==> config.mk <==
export PLATFORM = sky130hd
export DESIGN_NAME = instruction_fetch_stage
export DESIGN_NICKNAME = d
export VERILOG_FILES = /design/src/rtl/instruction_fetch_stage.sv
export SDC_FILE = /design/constraint.sdc
export NUM_CORES = 1
export LEC_CHECK = 0
export BUFFER_PORTS_ARGS = -buffer_cell sky130_fd_sc_hd__buf_4
export CORE_MARGIN = 1
export CORE_UTILIZATION = 50
export DETAILED_ROUTE_END_ITERATION = 6
export PLACE_DENSITY = 0.81
export SYNTH_ARGS = -nofsm -noshare
export SYNTH_HDL_FRONTEND = slang
export SYNTH_SLANG_ARGS = --single-unit
export TNS_END_PERCENT = 5
==> constraint.sdc <==
create_clock -name clk -period 3.7 [get_ports clk]
set_input_delay 0.185 -clock clk [delete_from_list [all_inputs] [get_ports clk]]
set_output_delay 0.185 -clock clk [all_outputs]
set_load 0.01 [all_outputs]
==> src/rtl/instruction_fetch_stage.sv <==
// Instruction fetch stage: owns the PC, drives a 1-cycle synchronous instruction memory and
// presents instr/pc_plus/instr_valid to IF/ID, with stall skid-hold and branch redirect.
module instruction_fetch_stage #(
  parameter int unsigned        DATA_W   = 32,
  parameter int unsigned        ADDR_W   = 10,
  parameter int unsigned        PC_INC   = 1,
  parameter logic [DATA_W-1:0]  RESET_PC = '0
) (
  input  logic              clk,
  input  logic              rst,
  input  logic              stall,
  input  logic              branch_taken,
  input  logic [DATA_W-1:0] branch_target,
  output logic [ADDR_W-1:0] imem_addr,
  input  logic [DATA_W-1:0] imem_data,
  output logic [DATA_W-1:0] pc_debug,
  output logic [DATA_W-1:0] pc_plus,
  output logic [DATA_W-1:0] instr,
  output logic              instr_valid
);

  localparam logic [DATA_W-1:0] INC = DATA_W'(PC_INC);

  logic [DATA_W-1:0] pc_q,         pc_d;
  logic [DATA_W-1:0] pc_plus_q,    pc_plus_d;
  logic              fetch_valid_q, fetch_valid_d;
  logic              hold_valid_q,  hold_valid_d;
  logic [DATA_W-1:0] hold_instr_q,  hold_instr_d;
  logic [DATA_W-1:0] pc_next;

  assign pc_next = pc_q + INC;

  always_comb begin
    // NOTE: every _d gets its current value first so no path leaves it unassigned (no latch).
    pc_d          = pc_q;
    pc_plus_d     = pc_plus_q;
    fetch_valid_d = fetch_valid_q;
    hold_valid_d  = hold_valid_q;
    hold_instr_d  = hold_instr_q;

    if (branch_taken) begin
      pc_d          = branch_target;
      fetch_valid_d = 1'b0;
      hold_valid_d  = 1'b0;
    end else if (stall) begin
      // Memory re-reads pc during a stall, so the word on imem_data must be captured once.
      if (fetch_valid_q && !hold_valid_q) begin
        hold_instr_d = imem_data;
        hold_valid_d = 1'b1;
      end
    end else begin
      pc_d          = pc_next;
      pc_plus_d     = pc_next;
      fetch_valid_d = 1'b1;
      hold_valid_d  = 1'b0;
    end
  end

  always_ff @(posedge clk) begin
    // NOTE: non-blocking assignments so every flop samples pre-edge values of the others.
    if (rst) begin
      pc_q          <= RESET_PC;
      pc_plus_q     <= '0;
      fetch_valid_q <= 1'b0;
      hold_valid_q  <= 1'b0;
      hold_instr_q  <= '0;
    end else begin
      pc_q          <= pc_d;
      pc_plus_q     <= pc_plus_d;
      fetch_valid_q <= fetch_valid_d;
      hold_valid_q  <= hold_valid_d;
      hold_instr_q  <= hold_instr_d;
    end
  end

  assign imem_addr   = pc_q[ADDR_W-1:0];
  assign pc_debug    = pc_q;
  assign pc_plus     = pc_plus_q;
  assign instr_valid = fetch_valid_q;
  assign instr       = !fetch_valid_q ? '0 : (hold_valid_q ? hold_instr_q : imem_data);

endmodule
==> results of run 1 <==
placed cells by master (no fill, tap or decap), types with 14 or more instances in the layout:
cell      netlist  routed
xnor2_1        21      21
o21ai_0        36      36
a211oi_1       22      22
nor3_1         21      21
nand4_1        17      17
nand2_1        86      86
or3_1          14      14
dfxtp_1        98      97
mux2i_1        33      33
buf_4          10     181
nor2_1         76      75
a21oi_1        42      42
cell type report:
type	count	area (um2)	area share (%)
Clock buffer	11	151.4	2.248
Sequential cell	98	1963	29.15
Tap cell	136	170.2	2.527
Inverter	10	37.54	0.5574
Timing Repair Buffer	181	1359	20.18
Clock inverter	5	45.04	0.6689
Multi-Input combinational cell	499	3008	44.67
final timing paths:
kind	start	end	slack, ns	depth (start not counted)
min	branch_target[3]	pc_debug[3]	0.04	2
max reg2reg	pc_debug[0]	pc_debug[18]	1.08	5
min reg2reg	hold_instr_q[29]	hold_instr_q[29]	0.46	2
max	pc_debug[0]	pc_debug[18]	1.08	5
where the power goes:
part	internal (mW)	leakage [nW]	switching, mW
combinational	0.196	1.64	0.192
clock	0.293	0.0985	0.409
sequential	1.11	0.804	0.0793
flip-flops by register name, summed over array words and instances (netlist names):
name	flops
instr_valid	1
pc_plus	32
hold_instr_q	32
hold_valid_q	1
pc_debug	32
logic make-up after synthesis:
kind of cell	after synthesis	synth area share, %
fa+ha+maj	1	0.2352
flops	98	36.89
xor+xnor	24	3.952
buf+inv	80	6.822
compound gates	153	18.51
mux	33	6.210
simple gates	288	27.38
metrics by stage:
step	instances	setup WS [ns]	utilization, %	hold slack (ns)
after floorplan	677	1.434	-	0.3210
after global placement	924	1.255	63.33	0.4161
after detailed placement	924	1.153	63.33	0.4215
after CTS	940	1.098	65.23	0.02919
after global routing	940	0.9600	65.23	0.04255
final	940	1.083	65.23	0.03723
per-layer routing:
layer | track usage (%) | wire, um
met2 | 47.35 | 7704
met1 | 34.63 | 6399
met5 | 0 | 0
met3 | 5.240 | 1215
met4 | 12.27 | 437
==> results.py, run 1 <==
metrics = {
    "timing": {
        "maxSlewViolCount": 0,
        "clock-skew-final_ns": 0.01598,
        "hold_viol": 0,
        "setup_violations": 0,
        "tightest_slew_ns": 0.9292,
        "min_period_over_period_pct": 70.73,
        "setup-tns-final_ns": 0,
        "grt_setup_unrepaired": "false",
        "fmax_mhz": 382.1,
        "min_period_ns": 2.617,
        "slew_headroom_pct": 37.48,
    },
    "global_routing": {
        "antenna_found_initial": 0,
        "grt_pass1_wl_um": 25190,
        "overflow": 0,
        "grt_max_degree": 76,
        "track_usage_pct": 28.00,
        "grt_pass1_vias": 5126,
    },
    "setup_path": {
        "crit_family": "simple AND/OR/NAND/NOR gates",
        "path_max_fanout": 15,
        "critPathSlowestCell": "or4_4",
        "critPathArrivalTime_ns": 2.90,
        "endpoint_kind": "register",
        "cp_slowest_stage_delay_ns": 0.69,
        "path_class": "register to register",
        "critPathRequiredTime_ns": 3.98,
        "cp.buffers_inverters": 0,
        "crit_chain": "ha_1 -> nand4_4 -> or4_4 -> or4_1 -> a311oi_1",
        "startpoint_type": "register",
    },
    "status": {
        "status": "finished, final reports clean",
    },
    "yosys": {
        "ys_types": 58,
        "synth-seq-area-share_pct": 36.89,
        "synth_top_area_share_pct": 36.89,
        "ys_ff_latch": 98,
        "synth_edf_count": 0,
        "syn_area_mm2": 0.005319,
        "syn-num-nets": 746,
        "synthTopCellsByArea": "dfxtp_1, mux2i_1, nand2_1",
        "syn_avg_cell_area_um2": 7.857,
        "ys_warn_count": 0,
        "yosysMostFrequentCell": "dfxtp_1",
        "synthCells": 677,
        "synthFlopType": "dfxtp_1",
        "ys_top_cells_by_count": "dfxtp_1, nand2_1, nor2_1",
        "synthArstFlopShare_pct": 0,
        "yosys.area.top_type": "dfxtp_1",
    },
    "final_layout": {
        "layout-drive-gt1-share_pct": 26.37,
        "nNetsFinal": 868,
        "antenna_cells": 0,
        "n_fill_cell": 875,
        "area_growth_pct": 26.61,
        "design_area_mm2": 0.006734,
    },
    "floorplan": {
        "row_count": 37,
        "core_mm2": 0.01032,
        "start_util_pct": 51.52,
        "die_area_mm2": 0.01105,
        "die_h_um": 105.1,
        "die_w_um": 105.1,
        "pin_count": 175,
    },
    "clocking": {
        "clock_latency_ns": 0.38,
        "clk_pin_slew_worst_paths_ns": 0.10,
        "cts_buffers": 9,
        "h-tree-depth": 3,
        "ctsResizeCount": 0,
        "cts_tree": "built",
        "clock-sinks": 98,
        "clockRootBuffer": "clkbuf_8",
        "cts_setup_buffers": 0,
        "clockBufferDepth": 2,
        "holdBufCountCts": 0,
    },
    "drt": {
        "first_pass_iters": 5,
        "routed_via_density": 5.963,
        "totalWireLength_um": 15760,
        "drtIter0Drc": 388,
        "routedWlPerCell_um": 16.76,
        "drc": 0,
        "ant_nets": 0,
        "via_count": 5605,
    },
    "place": {
        "gp_congestion": 0.8749,
        "port_buffers": 174,
        "dpl_cell_area_mm2": 0.006538,
        "dp_hpwl_um": 11160,
    },
    "power": {
        "powerDensity_mw_per_mm2": 337.8,
        "power.total_mw": 2.275,
        "p_leak_nw": 2.544,
        "peakVddDrop_mv": 0.1706,
    },
    "worst_hold_path": {
        "hold_path_class": "input pin to register",
    },
    "run": {
        "maxCapViolations": 0,
    },
}
(Power assumes the default switching activity.)
==> run 2: changes to the inputs <==
clock period = 2.7 ns   (was 3.7 ns; I/O delays follow)
==> results.py, run 2 (synthesis results as in run 1) <==
metrics = {
    "status": {
        "status": "finished, final reports clean",
    },
    "global_routing": {
        "track_usage_pct": 28.73,
        "grt_max_degree": 55,
        "antenna_found_initial": 0,
        "grt_pass1_wl_um": 25760,
        "grt_pass1_vias": 5259,
        "overflow": 0,
    },
    "power": {
        "peakVddDrop_mv": 0.2569,
        "powerDensity_mw_per_mm2": 453.2,
        "p_leak_nw": 2.615,
    },
    "timing": {
        "maxSlewViolCount": 0,
        "setup_violations": 0,
        "grt_setup_unrepaired": "false",
        "clock-skew-final_ns": 0.01233,
        "slew_headroom_pct": 51.41,
        "setup-tns-final_ns": 0,
        "whs_ns": 0.01492,
        "min_period_ns": 2.453,
        "min_period_over_period_pct": 90.84,
        "hold_viol": 0,
        "tightest_slew_ns": 0.7251,
        "fmax_mhz": 407.7,
    },
    "final_layout": {
        "seq_area_mm2": 0.001963,
        "multi_input_area_mm2": 0.003008,
        "area_growth_pct": 28.65,
        "finalNonFillerCells": 955,
        "layout-drive-gt1-share_pct": 27.47,
        "design_area_mm2": 0.006843,
        "final_common_cell": "buf_4",
        "nNetsFinal": 883,
        "antenna_cells": 0,
        "n_fill_cell": 874,
        "layout_common_cells": "buf_4, dfxtp_1, nand2_1",
    },
    "drt": {
        "drtIter0Drc": 495,
        "first_pass_iters": 5,
        "ant_nets": 0,
        "drc": 0,
        "routed_via_density": 6.024,
        "via_count": 5753,
        "totalWireLength_um": 16130,
        "routedWlPerCell_um": 16.89,
    },
    "setup_path": {
        "path_max_fanout": 14,
        "endpoint_kind": "register",
        "rrSetupSlack_ns": 0.25,
        "critPathArrivalTime_ns": 2.71,
        "path_class": "register to register",
        "reg2reg_depth": 6,
        "startpoint_type": "register",
        "worstReg2RegStart": "pc_debug[0]",
        "critPathRequiredTime_ns": 2.96,
        "reg2reg_to": "pc_debug[24]",
    },
    "clocking": {
        "clock_latency_ns": 0.36,
        "h-tree-depth": 3,
        "clk_pin_slew_worst_paths_ns": 0.10,
        "cts_setup_buffers": 0,
        "cts_buffers": 9,
        "ctsResizeCount": 0,
        "clock-sinks": 98,
        "clockRootBuffer": "clkbuf_8",
        "holdBufCountCts": 1,
        "clockBufferDepth": 2,
        "cts_tree": "built",
    },
    "floorplan": {
        "die_area_mm2": 0.01105,
        "start_util_pct": 51.52,
        "core_mm2": 0.01032,
        "pin_count": 175,
        "row_count": 37,
        "die_h_um": 105.1,
        "die_w_um": 105.1,
    },
    "worst_hold_path": {
        "hold_start": "branch_target[2]",
        "min_delay_path_depth": 2,
        "hold_path_class": "input pin to register",
        "holdPathEnd": "pc_debug[2]",
    },
    "place": {
        "dpl_cell_area_mm2": 0.006635,
        "port_buffers": 174,
        "dp_hpwl_um": 11240,
        "placed_cells": 937,
        "gp_congestion": 0.8458,
    },
    "run": {
        "maxCapViolations": 0,
    },
}
[run 2: cell count changes in the layout (fill, tap and decap cells not counted), sizes merged]
cell | previous run | this run
clkbuf | 11 | 10
dlygate4sd3 | 0 | 2
inv | 12 | 11
clkinv | 2 | 4
buf | 181 | 194
[run 2: cell type report]
type,count,share of cell area (%)
Tap cell,136,2.487
Timing Repair Buffer,196,21.58
Inverter,10,0.5485
Sequential cell,98,28.69
Clock inverter,6,0.7314
Clock buffer,10,2.011
Multi-Input combinational cell,499,43.96
[run 2: stage by stage]
| stage | utilization [%] | total power [mW] | worst slack (ns) |
|---|---|---|---|
| 5_1_grt | 66.28 | 3.235 | 0.01082 |
| 3_3_place_gp | 64.27 | 2.184 | 0.4030 |
| 4_1_cts | 66.19 | 3.108 | 0.2625 |
| 3_5_place_dp | 64.27 | 2.199 | 0.2751 |
| 6_report | 66.28 | 3.101 | 0.2473 |
| 2_1_floorplan | - | 1.909 | 0.4339 |
[run 2: power breakdown]
part	switching, mW	leakage [nW]	total, mW	internal (mW)
Combinational	0.288	1.72	0.570	0.282
Sequential	0.0911	0.804	1.61	1.52
Clock	0.551	0.0948	0.923	0.373
Total	0.929	2.62	3.10	2.17
[run 2: critical path: stages, from the launching register on]
cell and delay, ns:
dfxtp_1 0.50, ha_1 0.34, nand4_4 0.13, buf_4 0.20, nor4_2 0.60, a2111oi_0 0.23, a311o_1 0.35
[run 2: worst max path at each step]
stage / start / slack [ns] / to / cells past startpoint
6_report: pc_debug[0] / 0.25 / pc_debug[24] / 6
5_1_grt: pc_debug[0] / 0.01 / pc_debug[28] / 6
4_1_cts: pc_debug[0] / 0.26 / pc_debug[24] / 6
3_5_place_dp: pc_debug[0] / 0.28 / pc_debug[28] / 6
3_3_place_gp: pc_debug[0] / 0.40 / pc_plus[30] / 5
2_1_floorplan: pc_debug[0] / 0.43 / pc_plus[18] / 6
[run 2: per-layer routing]
metal | global-route usage (%) | vias to the layer above | part of all wire (%)
li1 | - | 2709 | -
met1 | 36.01 | 2704 | 40
met2 | 49.01 | 303 | 49
met3 | 5.614 | 37 | 8.4
met4 | 10.06 | 0 | 2.1
met5 | 0 | - | 0
==> run 3: changes to the inputs <==
--- a/config.mk
+++ b/config.mk
@@ -8,6 +8,6 @@
 export BUFFER_PORTS_ARGS = -buffer_cell sky130_fd_sc_hd__buf_4
-export CORE_MARGIN = 1
+export CORE_MARGIN = 3
 export CORE_UTILIZATION = 50
 export DETAILED_ROUTE_END_ITERATION = 6
-export PLACE_DENSITY = 0.81
+export PLACE_DENSITY_LB_ADDON = 0.3
 export SYNTH_ARGS = -nofsm -noshare
--- a/constraint.sdc
+++ b/constraint.sdc
@@ -3,2 +3,2 @@
 set_output_delay 0.135 -clock clk [all_outputs]
-set_load 0.01 [all_outputs]
+set_load 0.1 [all_outputs]
==> results.py, run 3 (synthesis results as in run 1) <==
metrics = {
    "setup_path": {
        "path_max_fanout": 33,
        "critPathLaunch": "pc_debug[2]",
        "critPathSlowestCell": "or4_4",
        "cp_slowest_stage_delay_ns": 0.67,
        "crit_chain": "nand4_1 -> or4_4 -> or4_1 -> a311oi_1",
        "startpoint_type": "register",
        "path_class": "register to register",
        "critPathArrivalTime_ns": 2.70,
        "endpoint_kind": "register",
        "worstReg2RegStart": "pc_debug[2]",
        "critPathRequiredTime_ns": 2.99,
    },
    "clocking": {
        "h-tree-depth": 3,
        "clockBufferDepth": 2,
        "cts_buffers": 9,
        "clk_pin_slew_worst_paths_ns": 0.10,
        "cts_setup_buffers": 0,
        "clock-sinks": 98,
        "clockRootBuffer": "clkbuf_8",
        "clock_latency_ns": 0.37,
        "ctsResizeCount": 0,
        "holdBufCountCts": 4,
        "cts_tree": "built",
    },
    "global_routing": {
        "grtUsageMet3_pct": 5.921,
        "top_usage_layer": "met2",
        "track_usage_pct": 26.16,
        "grt_use_met2_pct": 43.55,
        "antenna_found_initial": 0,
        "grt_pass1_vias": 5195,
        "grt_pass1_wl_um": 25110,
        "overflow": 0,
        "use_met1_pct": 33.32,
        "grt_max_degree": 56,
    },
    "drt": {
        "routed_via_density": 5.960,
        "routedWlPerCell_um": 17.14,
        "first_pass_iters": 6,
        "drtIter0Drc": 379,
        "drc": 0,
        "via_count": 5734,
        "ant_nets": 0,
        "totalWireLength_um": 16490,
    },
    "power": {
        "powerDensity_mw_per_mm2": 546.1,
        "p_leak_nw": 2.644,
        "peakVddDrop_mv": 0.3197,
        "power.total_mw": 3.784,
    },
    "worst_hold_path": {
        "hold_start": "imem_data[8]",
        "hold_path_class": "input pin to register",
    },
    "timing": {
        "hold_viol": 0,
        "clock-skew-final_ns": 0.009160,
        "whs_ns": 0.01543,
        "fmax_mhz": 413.9,
        "setup_violations": 0,
        "grt_setup_unrepaired": "false",
        "min_period_ns": 2.416,
        "maxSlewViolCount": 0,
        "slew_headroom_pct": 54.60,
        "min_period_over_period_pct": 89.48,
        "tightest_slew_ns": 0.6747,
    },
    "floorplan": {
        "die_h_um": 109.1,
        "die_area_mm2": 0.01191,
        "die_w_um": 109.1,
        "pin_count": 175,
        "row_count": 37,
        "start_util_pct": 51.52,
        "core_mm2": 0.01032,
    },
    "final_layout": {
        "seq_area_mm2": 0.001963,
        "area_growth_pct": 30.28,
        "nNetsFinal": 890,
        "final_common_cell": "buf_4",
        "finalNonFillerCells": 962,
        "multi_input_area_mm2": 0.003008,
        "n_fill_cell": 846,
        "design_area_mm2": 0.006929,
        "antenna_cells": 0,
        "layout_common_cells": "buf_4, dfxtp_1, nand2_1",
        "fin_util_pct": 67.12,
        "layout-drive-gt1-share_pct": 27.12,
    },
    "run": {
        "maxCapViolations": 0,
    },
    "place": {
        "dpl_cell_area_mm2": 0.006628,
        "gp_congestion": 0.9235,
        "port_buffers": 174,
        "dp_hpwl_um": 11480,
        "placed_cells": 936,
    },
    "status": {
        "status": "finished, final reports clean",
    },
}
[run 3: changes by cell type in the layout (fill, tap and decap cells not counted), sizes merged]
cell         change
clkbuf           -1
clkinv           -2
clkinvlp         +2
dlygate4sd3      +8
buf              -1
bufinv           +1
[run 3: final timing paths]
| path | slack, ns | cells past startpoint | to |
|---|---|---|---|
| min reg2reg | 0.46 | 2 | hold_instr_q[5] |
| min | 0.02 | 3 | hold_instr_q[8] |
| max | 0.28 | 4 | pc_debug[31] |
| max reg2reg | 0.28 | 4 | pc_debug[31] |
[run 3: power by group]
part / switching [mW] / leakage, nW / internal [mW]
combinational: 0.893 / 1.75 / 0.293
clock: 0.550 / 0.0938 / 0.437
sequential: 0.0958 / 0.804 / 1.52
total: 1.54 / 2.64 / 2.25
[run 3: worst max-delay path, delay by kind of cell (launching register included)]
| family | cells | cell delay (ns) |
|---|---|---|
| AND/OR/NAND/NOR | 3 | 1.52 |
| flip-flops | 1 | 0.56 |
| AO/OA/AOI/OAI | 1 | 0.25 |
[run 3: final cells by class]
cell class / count / share of cell area [%]
Multi-Input combinational cell: 499 / 43.41
Sequential cell: 98 / 28.33
Timing Repair Buffer: 203 / 22.35
Tap cell: 136 / 2.456
Clock buffer: 9 / 1.788
Clock inverter: 7 / 1.120
Inverter: 10 / 0.5417
[run 3: metal layers]
| layer | vias up | part of all wire [%] |
|---|---|---|
| met5 | - | 0 |
| met4 | 0 | 2.0 |
| met3 | 40 | 9.1 |
| met2 | 280 | 49 |
| met1 | 2688 | 40 |
| li1 | 2726 | - |
[run 3: through the flow]
step / setup WS [ns] / setup TNS (ns)
after floorplan: -0.3166 / -11.91
after global placement: 0.4179 / 0
after detailed placement: 0.3258 / 0
after CTS: 0.3087 / 0
after global routing: 0.1680 / 0
final: 0.2840 / 0
